`src/rtl/dma_rd_pkg.sv`:
```
// Shared constants for the DMA read-response forwarding path: default
// parameter values, head field positions and the forwarder FSM encoding.
package dma_rd_pkg;

  // Default parameter values
  localparam int DEF_DATA_W  = 256;
  localparam int DEF_HEAD_W  = 128;
  localparam int DEF_TAG_W   = 6;
  localparam int DEF_CHNL_W  = 8;
  localparam int DEF_DWLEN_W = 11;
  localparam int DEF_MISC_W  = 12;
  localparam int DEF_LEN_W   = 13;
  localparam int DEF_Q_DEPTH = 4;

  // Head field layout. The last-of-request flag sits in the top bit and the
  // channel directly below it, so both are placed relative to HEAD_W.
  localparam int HEAD_LAST_OFS = 1;   // head[HEAD_W-1]
  localparam int HEAD_CHNL_OFS = 2;   // head[HEAD_W-2 -: HEAD_CHNL_W]
  localparam int HEAD_CHNL_W   = 7;
  localparam int HEAD_ADDR_LSB = 32;
  localparam int HEAD_ADDR_W   = 7;
  localparam int HEAD_LEN_LSB  = 0;

  // Descriptor misc field: [11:5] address low bits, [4:0] empty bytes
  localparam int MISC_ADDR_LSB = 5;
  localparam int MISC_EMPTY_W  = 5;

  // A DW count of zero encodes the maximum request of 1024 DW
  localparam int MAX_BYTES = 4096;

  typedef enum logic {
    ST_IDLE    = 1'b0,
    ST_FORWARD = 1'b1
  } fwd_state_e;

endpackage

```
`src/rtl/sub_req_rsp_skid.sv`:
```
// Two-entry output stage. Its full flag comes straight from a register, so
// the downstream ready never reaches the upstream read enable
// combinationally, while one entry of slack keeps 1 beat/cycle throughput.
module sub_req_rsp_skid #(
  parameter int PAYLOAD_W = 385
) (
  input  logic                 dma_clk,
  input  logic                 rst_n,
  input  logic                 push_valid,
  input  logic [PAYLOAD_W-1:0] push_payload,
  output logic                 full,
  output logic                 pop_valid,
  output logic [PAYLOAD_W-1:0] pop_payload,
  input  logic                 pop_ready
);

  logic       wr_sel_reg;
  logic       rd_sel_reg;
  logic [1:0] cnt_reg;
  logic       push;
  logic       pop;

  assign full      = (cnt_reg == 2'd2);
  assign pop_valid = (cnt_reg != 2'd0);
  assign push      = push_valid & ~full;
  assign pop       = pop_valid & pop_ready;

  genvar gi;
  generate
    for (gi = 0; gi < 2; gi++) begin : g_entry
      logic [PAYLOAD_W-1:0] entry_reg;
      // Capture a pushed beat into the slot selected by the write pointer
      always_ff @(posedge dma_clk or negedge rst_n) begin
        if (!rst_n) begin
          entry_reg <= '0;
        end else if (push && (wr_sel_reg == 1'(gi))) begin
          entry_reg <= push_payload;
        end
      end
    end
  endgenerate

  // Present the oldest entry; zero when empty so idle outputs stay quiet
  always_comb begin
    pop_payload = '0;
    if (pop_valid) begin
      pop_payload = rd_sel_reg ? g_entry[1].entry_reg : g_entry[0].entry_reg;
    end
  end

  // Pointer and occupancy bookkeeping
  always_ff @(posedge dma_clk or negedge rst_n) begin
    if (!rst_n) begin
      wr_sel_reg <= 1'b0;
      rd_sel_reg <= 1'b0;
      cnt_reg    <= 2'd0;
    end else begin
      if (push) wr_sel_reg <= ~wr_sel_reg;
      if (pop)  rd_sel_reg <= ~rd_sel_reg;
      case ({push, pop})
        2'b10:   cnt_reg <= cnt_reg + 2'd1;
        2'b01:   cnt_reg <= cnt_reg - 2'd1;
        default: cnt_reg <= cnt_reg;
      endcase
    end
  end

endmodule

```
`src/rtl/sub_req_rsp_fwd.sv`:
```
// Sub-request response forwarder: queues completed-tag descriptors, fetches
// each tag's beats from the reorder buffer in order, attaches a head word
// and streams the beats out through a two-entry skid stage.
module sub_req_rsp_fwd
  import dma_rd_pkg::*;
#(
  parameter int DATA_W  = DEF_DATA_W,
  parameter int HEAD_W  = DEF_HEAD_W,
  parameter int TAG_W   = DEF_TAG_W,
  parameter int CHNL_W  = DEF_CHNL_W,
  parameter int DWLEN_W = DEF_DWLEN_W,
  parameter int MISC_W  = DEF_MISC_W,
  parameter int LEN_W   = DEF_LEN_W,
  parameter int Q_DEPTH = DEF_Q_DEPTH
) (
  input  logic               dma_clk,
  input  logic               rst_n,
  output logic               ft_rd_rsp_ren,
  output logic [TAG_W-1:0]   ft_rd_rsp_tag,
  input  logic [DATA_W-1:0]  ft_rd_rsp_data,
  input  logic               ft_rd_rsp_last,
  input  logic               ft_rd_rsp_vld,
  input  logic               nxt_match_valid,
  output logic               nxt_match_ready,
  input  logic               nxt_match_last,
  input  logic [DWLEN_W-1:0] nxt_match_sz,
  input  logic [MISC_W-1:0]  nxt_match_misc,
  input  logic [CHNL_W-1:0]  nxt_match_chnl,
  input  logic [TAG_W-1:0]   nxt_match_tag,
  output logic               st_sub_req_rsp_valid,
  output logic               st_sub_req_rsp_last,
  output logic [DATA_W-1:0]  st_sub_req_rsp_data,
  output logic [HEAD_W-1:0]  st_sub_req_rsp_head,
  input  logic               st_sub_req_rsp_ready,
  output logic               beat_err
);

  localparam int Q_AW       = $clog2(Q_DEPTH);
  localparam int BEAT_BYTES = DATA_W / 8;
  localparam int BEAT_SH    = $clog2(BEAT_BYTES);
  localparam int PAYLOAD_W  = DATA_W + HEAD_W + 1;

  // Descriptor queue storage (no reset: contents only matter once counted)
  logic [TAG_W-1:0]       q_tag   [Q_DEPTH];
  logic [CHNL_W-1:0]      q_chnl  [Q_DEPTH];
  logic                   q_last  [Q_DEPTH];
  logic [HEAD_ADDR_W-1:0] q_addr  [Q_DEPTH];
  logic [LEN_W-1:0]       q_len   [Q_DEPTH];
  logic [LEN_W-1:0]       q_beats [Q_DEPTH];

  logic [Q_AW-1:0] wr_ptr_reg;
  logic [Q_AW-1:0] rd_ptr_reg;
  logic [Q_AW:0]   q_cnt_reg;

  fwd_state_e state_reg;
  fwd_state_e state_next;
  logic       load;

  logic [TAG_W-1:0]       cur_tag_reg;
  logic [CHNL_W-1:0]      cur_chnl_reg;
  logic                   cur_last_reg;
  logic [HEAD_ADDR_W-1:0] cur_addr_reg;
  logic [LEN_W-1:0]       cur_len_reg;
  logic [LEN_W-1:0]       cur_exp_reg;
  logic [LEN_W-1:0]       beat_cnt_reg;
  logic [LEN_W-1:0]       beat_cnt_inc;
  logic                   beat_err_reg;

  logic [LEN_W-1:0] enq_bytes;
  logic [LEN_W-1:0] enq_len;
  logic [LEN_W-1:0] enq_beats;
  logic             enq;
  logic             xfer;
  logic             final_xfer;
  logic             skid_full;
  logic [HEAD_W-1:0]    beat_head;
  logic [PAYLOAD_W-1:0] skid_out;
  logic                 unused_chnl_hi;

  // Only the low channel bits travel in the head
  assign unused_chnl_hi = ^cur_chnl_reg[CHNL_W-1:HEAD_CHNL_W];

  assign nxt_match_ready = (q_cnt_reg != (Q_AW+1)'(Q_DEPTH));
  assign enq             = nxt_match_valid & nxt_match_ready;
  assign ft_rd_rsp_ren   = (state_reg == ST_FORWARD) & ~skid_full;
  assign ft_rd_rsp_tag   = (state_reg == ST_FORWARD) ? cur_tag_reg : '0;
  assign xfer            = ft_rd_rsp_ren & ft_rd_rsp_vld;
  assign final_xfer      = xfer & ft_rd_rsp_last;
  assign beat_cnt_inc    = beat_cnt_reg + LEN_W'(1);
  assign beat_err        = beat_err_reg;

  // Byte length and expected beat count of the incoming descriptor
  always_comb begin
    enq_bytes = (nxt_match_sz == '0) ? LEN_W'(MAX_BYTES) : (LEN_W'(nxt_match_sz) << 2);
    enq_len   = enq_bytes - LEN_W'(nxt_match_misc[MISC_EMPTY_W-1:0]);
    enq_beats = (enq_bytes + LEN_W'(BEAT_BYTES - 1)) >> BEAT_SH;
  end

  // Write accepted descriptors into the queue slot at the write pointer
  always_ff @(posedge dma_clk) begin
    if (enq) begin
      q_tag[wr_ptr_reg]   <= nxt_match_tag;
      q_chnl[wr_ptr_reg]  <= nxt_match_chnl;
      q_last[wr_ptr_reg]  <= nxt_match_last;
      q_addr[wr_ptr_reg]  <= nxt_match_misc[MISC_ADDR_LSB +: HEAD_ADDR_W];
      q_len[wr_ptr_reg]   <= enq_len;
      q_beats[wr_ptr_reg] <= enq_beats;
    end
  end

  // Queue pointers wrap naturally; a simultaneous push and pop keeps the count
  always_ff @(posedge dma_clk or negedge rst_n) begin
    if (!rst_n) begin
      wr_ptr_reg <= '0;
      rd_ptr_reg <= '0;
      q_cnt_reg  <= '0;
    end else begin
      if (enq)  wr_ptr_reg <= wr_ptr_reg + Q_AW'(1);
      if (load) rd_ptr_reg <= rd_ptr_reg + Q_AW'(1);
      case ({enq, load})
        2'b10:   q_cnt_reg <= q_cnt_reg + (Q_AW+1)'(1);
        2'b01:   q_cnt_reg <= q_cnt_reg - (Q_AW+1)'(1);
        default: q_cnt_reg <= q_cnt_reg;
      endcase
    end
  end

  // Next state: load a descriptor from IDLE, or chain straight into the next
  // one on the final beat so back-to-back tags see no bubble
  always_comb begin
    state_next = state_reg;
    load       = 1'b0;
    case (state_reg)
      ST_IDLE: begin
        if (q_cnt_reg != '0) begin
          load       = 1'b1;
          state_next = ST_FORWARD;
        end
      end
      ST_FORWARD: begin
        if (final_xfer) begin
          if (q_cnt_reg != '0) begin
            load = 1'b1;
          end else begin
            state_next = ST_IDLE;
          end
        end
      end
      default: state_next = ST_IDLE;
    endcase
  end

  // State register
  always_ff @(posedge dma_clk or negedge rst_n) begin
    if (!rst_n) state_reg <= ST_IDLE;
    else        state_reg <= state_next;
  end

  // Current-descriptor registers, beat counter and beat-count error pulse
  always_ff @(posedge dma_clk or negedge rst_n) begin
    if (!rst_n) begin
      cur_tag_reg  <= '0;
      cur_chnl_reg <= '0;
      cur_last_reg <= 1'b0;
      cur_addr_reg <= '0;
      cur_len_reg  <= '0;
      cur_exp_reg  <= '0;
      beat_cnt_reg <= '0;
      beat_err_reg <= 1'b0;
    end else begin
      beat_err_reg <= xfer & ((ft_rd_rsp_last & (beat_cnt_inc != cur_exp_reg)) |
                              (~ft_rd_rsp_last & (beat_cnt_inc == cur_exp_reg)));
      if (load) begin
        cur_tag_reg  <= q_tag[rd_ptr_reg];
        cur_chnl_reg <= q_chnl[rd_ptr_reg];
        cur_last_reg <= q_last[rd_ptr_reg];
        cur_addr_reg <= q_addr[rd_ptr_reg];
        cur_len_reg  <= q_len[rd_ptr_reg];
        cur_exp_reg  <= q_beats[rd_ptr_reg];
        beat_cnt_reg <= '0;
      end else if (xfer) begin
        beat_cnt_reg <= beat_cnt_inc;
      end
    end
  end

  // Head word attached to every beat of the current descriptor
  always_comb begin
    beat_head = '0;
    beat_head[HEAD_W-HEAD_LAST_OFS]                 = cur_last_reg;
    beat_head[HEAD_W-HEAD_CHNL_OFS -: HEAD_CHNL_W]  = cur_chnl_reg[HEAD_CHNL_W-1:0];
    beat_head[HEAD_ADDR_LSB +: HEAD_ADDR_W]         = cur_addr_reg;
    beat_head[HEAD_LEN_LSB +: LEN_W]                = cur_len_reg;
  end

  sub_req_rsp_skid #(
    .PAYLOAD_W (PAYLOAD_W)
  ) u_skid (
    .dma_clk      (dma_clk),
    .rst_n        (rst_n),
    .push_valid   (xfer),
    .push_payload ({ft_rd_rsp_last, beat_head, ft_rd_rsp_data}),
    .full         (skid_full),
    .pop_valid    (st_sub_req_rsp_valid),
    .pop_payload  (skid_out),
    .pop_ready    (st_sub_req_rsp_ready)
  );

  assign st_sub_req_rsp_last = skid_out[PAYLOAD_W-1];
  assign st_sub_req_rsp_head = skid_out[DATA_W +: HEAD_W];
  assign st_sub_req_rsp_data = skid_out[DATA_W-1:0];

endmodule

```
`config.mk`:
```
export PLATFORM = sky130hd
export DESIGN_NAME = sub_req_rsp_fwd
export DESIGN_NICKNAME = d
export VERILOG_FILES = /design/src/rtl/dma_rd_pkg.sv /design/src/rtl/sub_req_rsp_skid.sv /design/src/rtl/sub_req_rsp_fwd.sv
export SDC_FILE = /design/constraint.sdc
export NUM_CORES = 1
export LEC_CHECK = 0
export CAP_MARGIN = 20
export CORE_ASPECT_RATIO = 1.25
export CORE_MARGIN = 5
export CORE_UTILIZATION = 52
export DETAILED_ROUTE_END_ITERATION = 10
export PLACE_DENSITY = 0.81
export SYNTH_ARGS = -nofsm -noshare
export SYNTH_HDL_FRONTEND = slang
export SYNTH_SLANG_ARGS = --single-unit
export TNS_END_PERCENT = 5
```
`constraint.sdc`:
```
create_clock -name dma_clk -period 3.6 [get_ports dma_clk]
set_clock_uncertainty 0.15 [all_clocks]
set_input_delay 0.36 -clock dma_clk [delete_from_list [all_inputs] [get_ports dma_clk]]
set_output_delay 0.36 -clock dma_clk [all_outputs]
set_load 0.005 [all_outputs]
```
==> results.toml, run 1 <==
[run_status]
status = "finished clean"

[worst_setup_path]
critical_path_class = "flip-flop to output port"
path_buf_inv = 2
cp_top_family = "buffers and inverters"
ff2ff_setup_slack_ns = 0.85
cp_max_fo = 54
cpPeakStageDelay_ns = 0.82
r2r-start = "u_skid.cnt_reg[1]$_DFFE_PN0P_"
crit_path_start_kind = "flip-flop"
r2r-end = "u_skid.g_entry[1].entry_reg[261]$_DFFE_PN0P_"
required_ns = 3.09
path_cells = "buf_12 -> mux2i_1 -> nor2_1 -> clkdlybuf4s50_1"
end_kind = "output port"
crit_arrival_ns = 2.88
cp_slowest_cell = "dfrtp_4"
rr_worst_depth = 6

[clock_network]
cts_setup_buffers = 0
htreeDepth = 3
clk_pin_slew_ns = 0.06
ctsHoldBuffers = 1
clockBufferDepth = 3
clk_latency_ns = 0.62
clock-sinks = 806
cts_tree = "yes"
cts_resized = 0
numCtsBuffers = 78
cts-root-buf = "clkbuf_16"

[detailed_routing]
drc = 0
viasPerCell = 5.45
num_vias = 21900
final_antenna_net_count = 0
wl_um = 90100
drt-pass1-iter-count = 5
wl_per_cell_um = 22.4
drtIter0Drc = 1108

[place]
place_area_um2 = 42200
gp_congestion = 0.866
dp_hpwl_um = 62100
port_buffers = 593

[global_route]
antenna_found_initial = 22
met3_usage = 0.0574
grt_max_degree = 149
grt_pass1_wl_um = 138000
first_global_vias = 23600
grt_overflow = 0
grtUsageMet2 = 0.412
grt_use_total = 0.235
gr-max-usage-layer = "met2"
use_met1 = 0.282

[sta]
finalHoldViolations = 0
max_freq_mhz = 295
rsz0062_at_grt = "no"
finalCritPeriodShare = 0.942
slew_headroom = 0.273
fin_crit_ns = 3.39
max_slew.worst_pin.slew_ns = 1.09
slew_violations = 0
setup_viol = 0
finalSetupTns_ns = 0

[pwr]
vdd.ir_drop.worst_uv = 640
p_sw_frac = 0.323
p_leak_nw = 19.0
power_density_nw_per_um2 = 974
pwr-share-seq = 0.359
pwr-share-comb = 0.453
clock_power_share = 0.188
p_int_mw = 29.6
p_sw_mw = 14.1

[logic_synthesis]
syn_inst = 2493
synth_top_area_frac = 0.445
yosys_warnings = 0
synth-async-reset-ratio = 0.792
yosysUniqueCellTypes = 50
synth_common_cells = "638 x dfrtp_1, 609 x mux2_2, 312 x nor2_1, 286 x mux2i_1, 168 x edfxtp_1"
yosysTopAreaCell = "dfrtp_1"
synth-edff-count = 168
syn_avg_cell_area_um2 = 14.4
yosysSeqAreaShare = 0.586
netlist_area_um2 = 35800
synth.most_common_cell = "dfrtp_1"
synthFlopType = "dfrtp_1"
synthTopCellsByArea = "dfrtp_1 45%, mux2_2 19%, edfxtp_1 14%"
ys_ff_latch = 806

[floorplan]
die_area_um2 = 74300
start_util = 0.525
fp.dieH_um = 304
core_area_um2 = 68300
floorplan.rows = 107
io_pins = 695
die_x_um = 245

[final_layout]
fin_area_um2 = 44900
nets = 3374
largest_register_ffs = 570
drive_gt1_frac = 0.268
fillers = 4738
area_growth_syn_to_layout_pct = 25.2

[run]
drv_cap = 0

[hold_path]
min_path_type = "input port to async pin"
## cell families after synthesis
group	count (synthesis)	share of synthesized area
mux	940	0.299
simple gates	386	0.0439
flops	806	0.586
xor+xnor	49	0.0120
fa+ha+maj	12	0.00440
buf+inv	273	0.0490
compound gates	26	0.00552
other cells	1	0.000105
## area by class of cell
cell class	count	area, µm²	share of cell area
inverters	17	63.8	0.00142
clock inverters	24	319	0.00711
well taps	872	1090	0.0243
clock buffers	120	2260	0.0504
diodes	15	37.5	0.000837
repair buffers	646	6600	0.147
flip-flops and latches	806	21000	0.468
multi-input cells	1513	13500	0.300
## through the flow
step | hold WS [ns] | cells | util | setup slack (ns) | total power [mW]
CTS | 0.182 | 3998 | 0.657 | 0.130 | 44.1
detailed placement | 0.296 | 3853 | 0.619 | 0.506 | 35.7
global placement | 0.272 | 3853 | 0.619 | 0.550 | 34.8
finish | 0.196 | 4013 | 0.657 | 0.210 | 43.7
global route | 0.204 | 4011 | 0.657 | 0.111 | 46.1
floorplan | -0.0856 | 2592 | - | 0.955 | 26.3
## routing by layer
layer,wire [µm],up-vias
met3,6210,177
met1,33900,11300
met4,3200,14
met2,46700,685
li1,-,9749
met5,79,-
## worst max path at each step
stage,cells after the start,startpoint,end
floorplan,14,u_skid.cnt_reg[1]$_DFFE_PN0P_,q_cnt_reg[2]$_DFFE_PN0P_
global placement,9,nxt_match_misc[2],q_len[2][9]$_DFFE_PP_
detailed placement,9,nxt_match_misc[2],q_len[1][9]$_DFFE_PP_
CTS,4,u_skid.rd_sel_reg$_DFFE_PN0P_,st_sub_req_rsp_data[73]
global route,4,u_skid.rd_sel_reg$_DFFE_PN0P_,st_sub_req_rsp_data[73]
finish,4,u_skid.rd_sel_reg$_DFFE_PN0P_,st_sub_req_rsp_data[73]
## power by group through the flow
stage                     sequential, mW  combinational, mW  clock [mW]
after floorplan                     14.9               11.5           0
after global placement              15.4               19.4           0
after CTS                           15.6               20.1        8.39
after global routing                16.1               21.3        8.77
after detailed placement            15.8               19.9           0
final                               15.7               19.8        8.23
## cells in the final DEF (no fill, tap or decap), drive strengths merged, types with 2 or more instances in the layout
master / instances
clkbuf: 120
nor2: 312
nor3: 10
nor4: 3
and2: 7
clkdlybuf4s50: 592
xor2: 20
a311oi: 2
dfrtp: 638
a21o: 2
mux2: 612
mux2i: 286
a21oi: 4
diode: 15
bufinv: 5
buf: 53
xnor2: 29
nand2: 24
nand2b: 6
a221oi: 2
o221ai: 2
o21a: 2
clkinv: 11
mux4: 42
clkinvlp: 3
ha: 11
nor2b: 2
o21ai: 5
nand3: 9
inv: 22
conb: 100
edfxtp: 168
and3: 6
nand4: 5
Note: power is estimated with default switching activity, not from simulation.
==> run 2: changes to the inputs <==
ABC_CLOCK_PERIOD_IN_PS = 3600   (was unset)
==> results of run 2 <==
The final DEF is identical to that of run 1; final timing and power are the same.
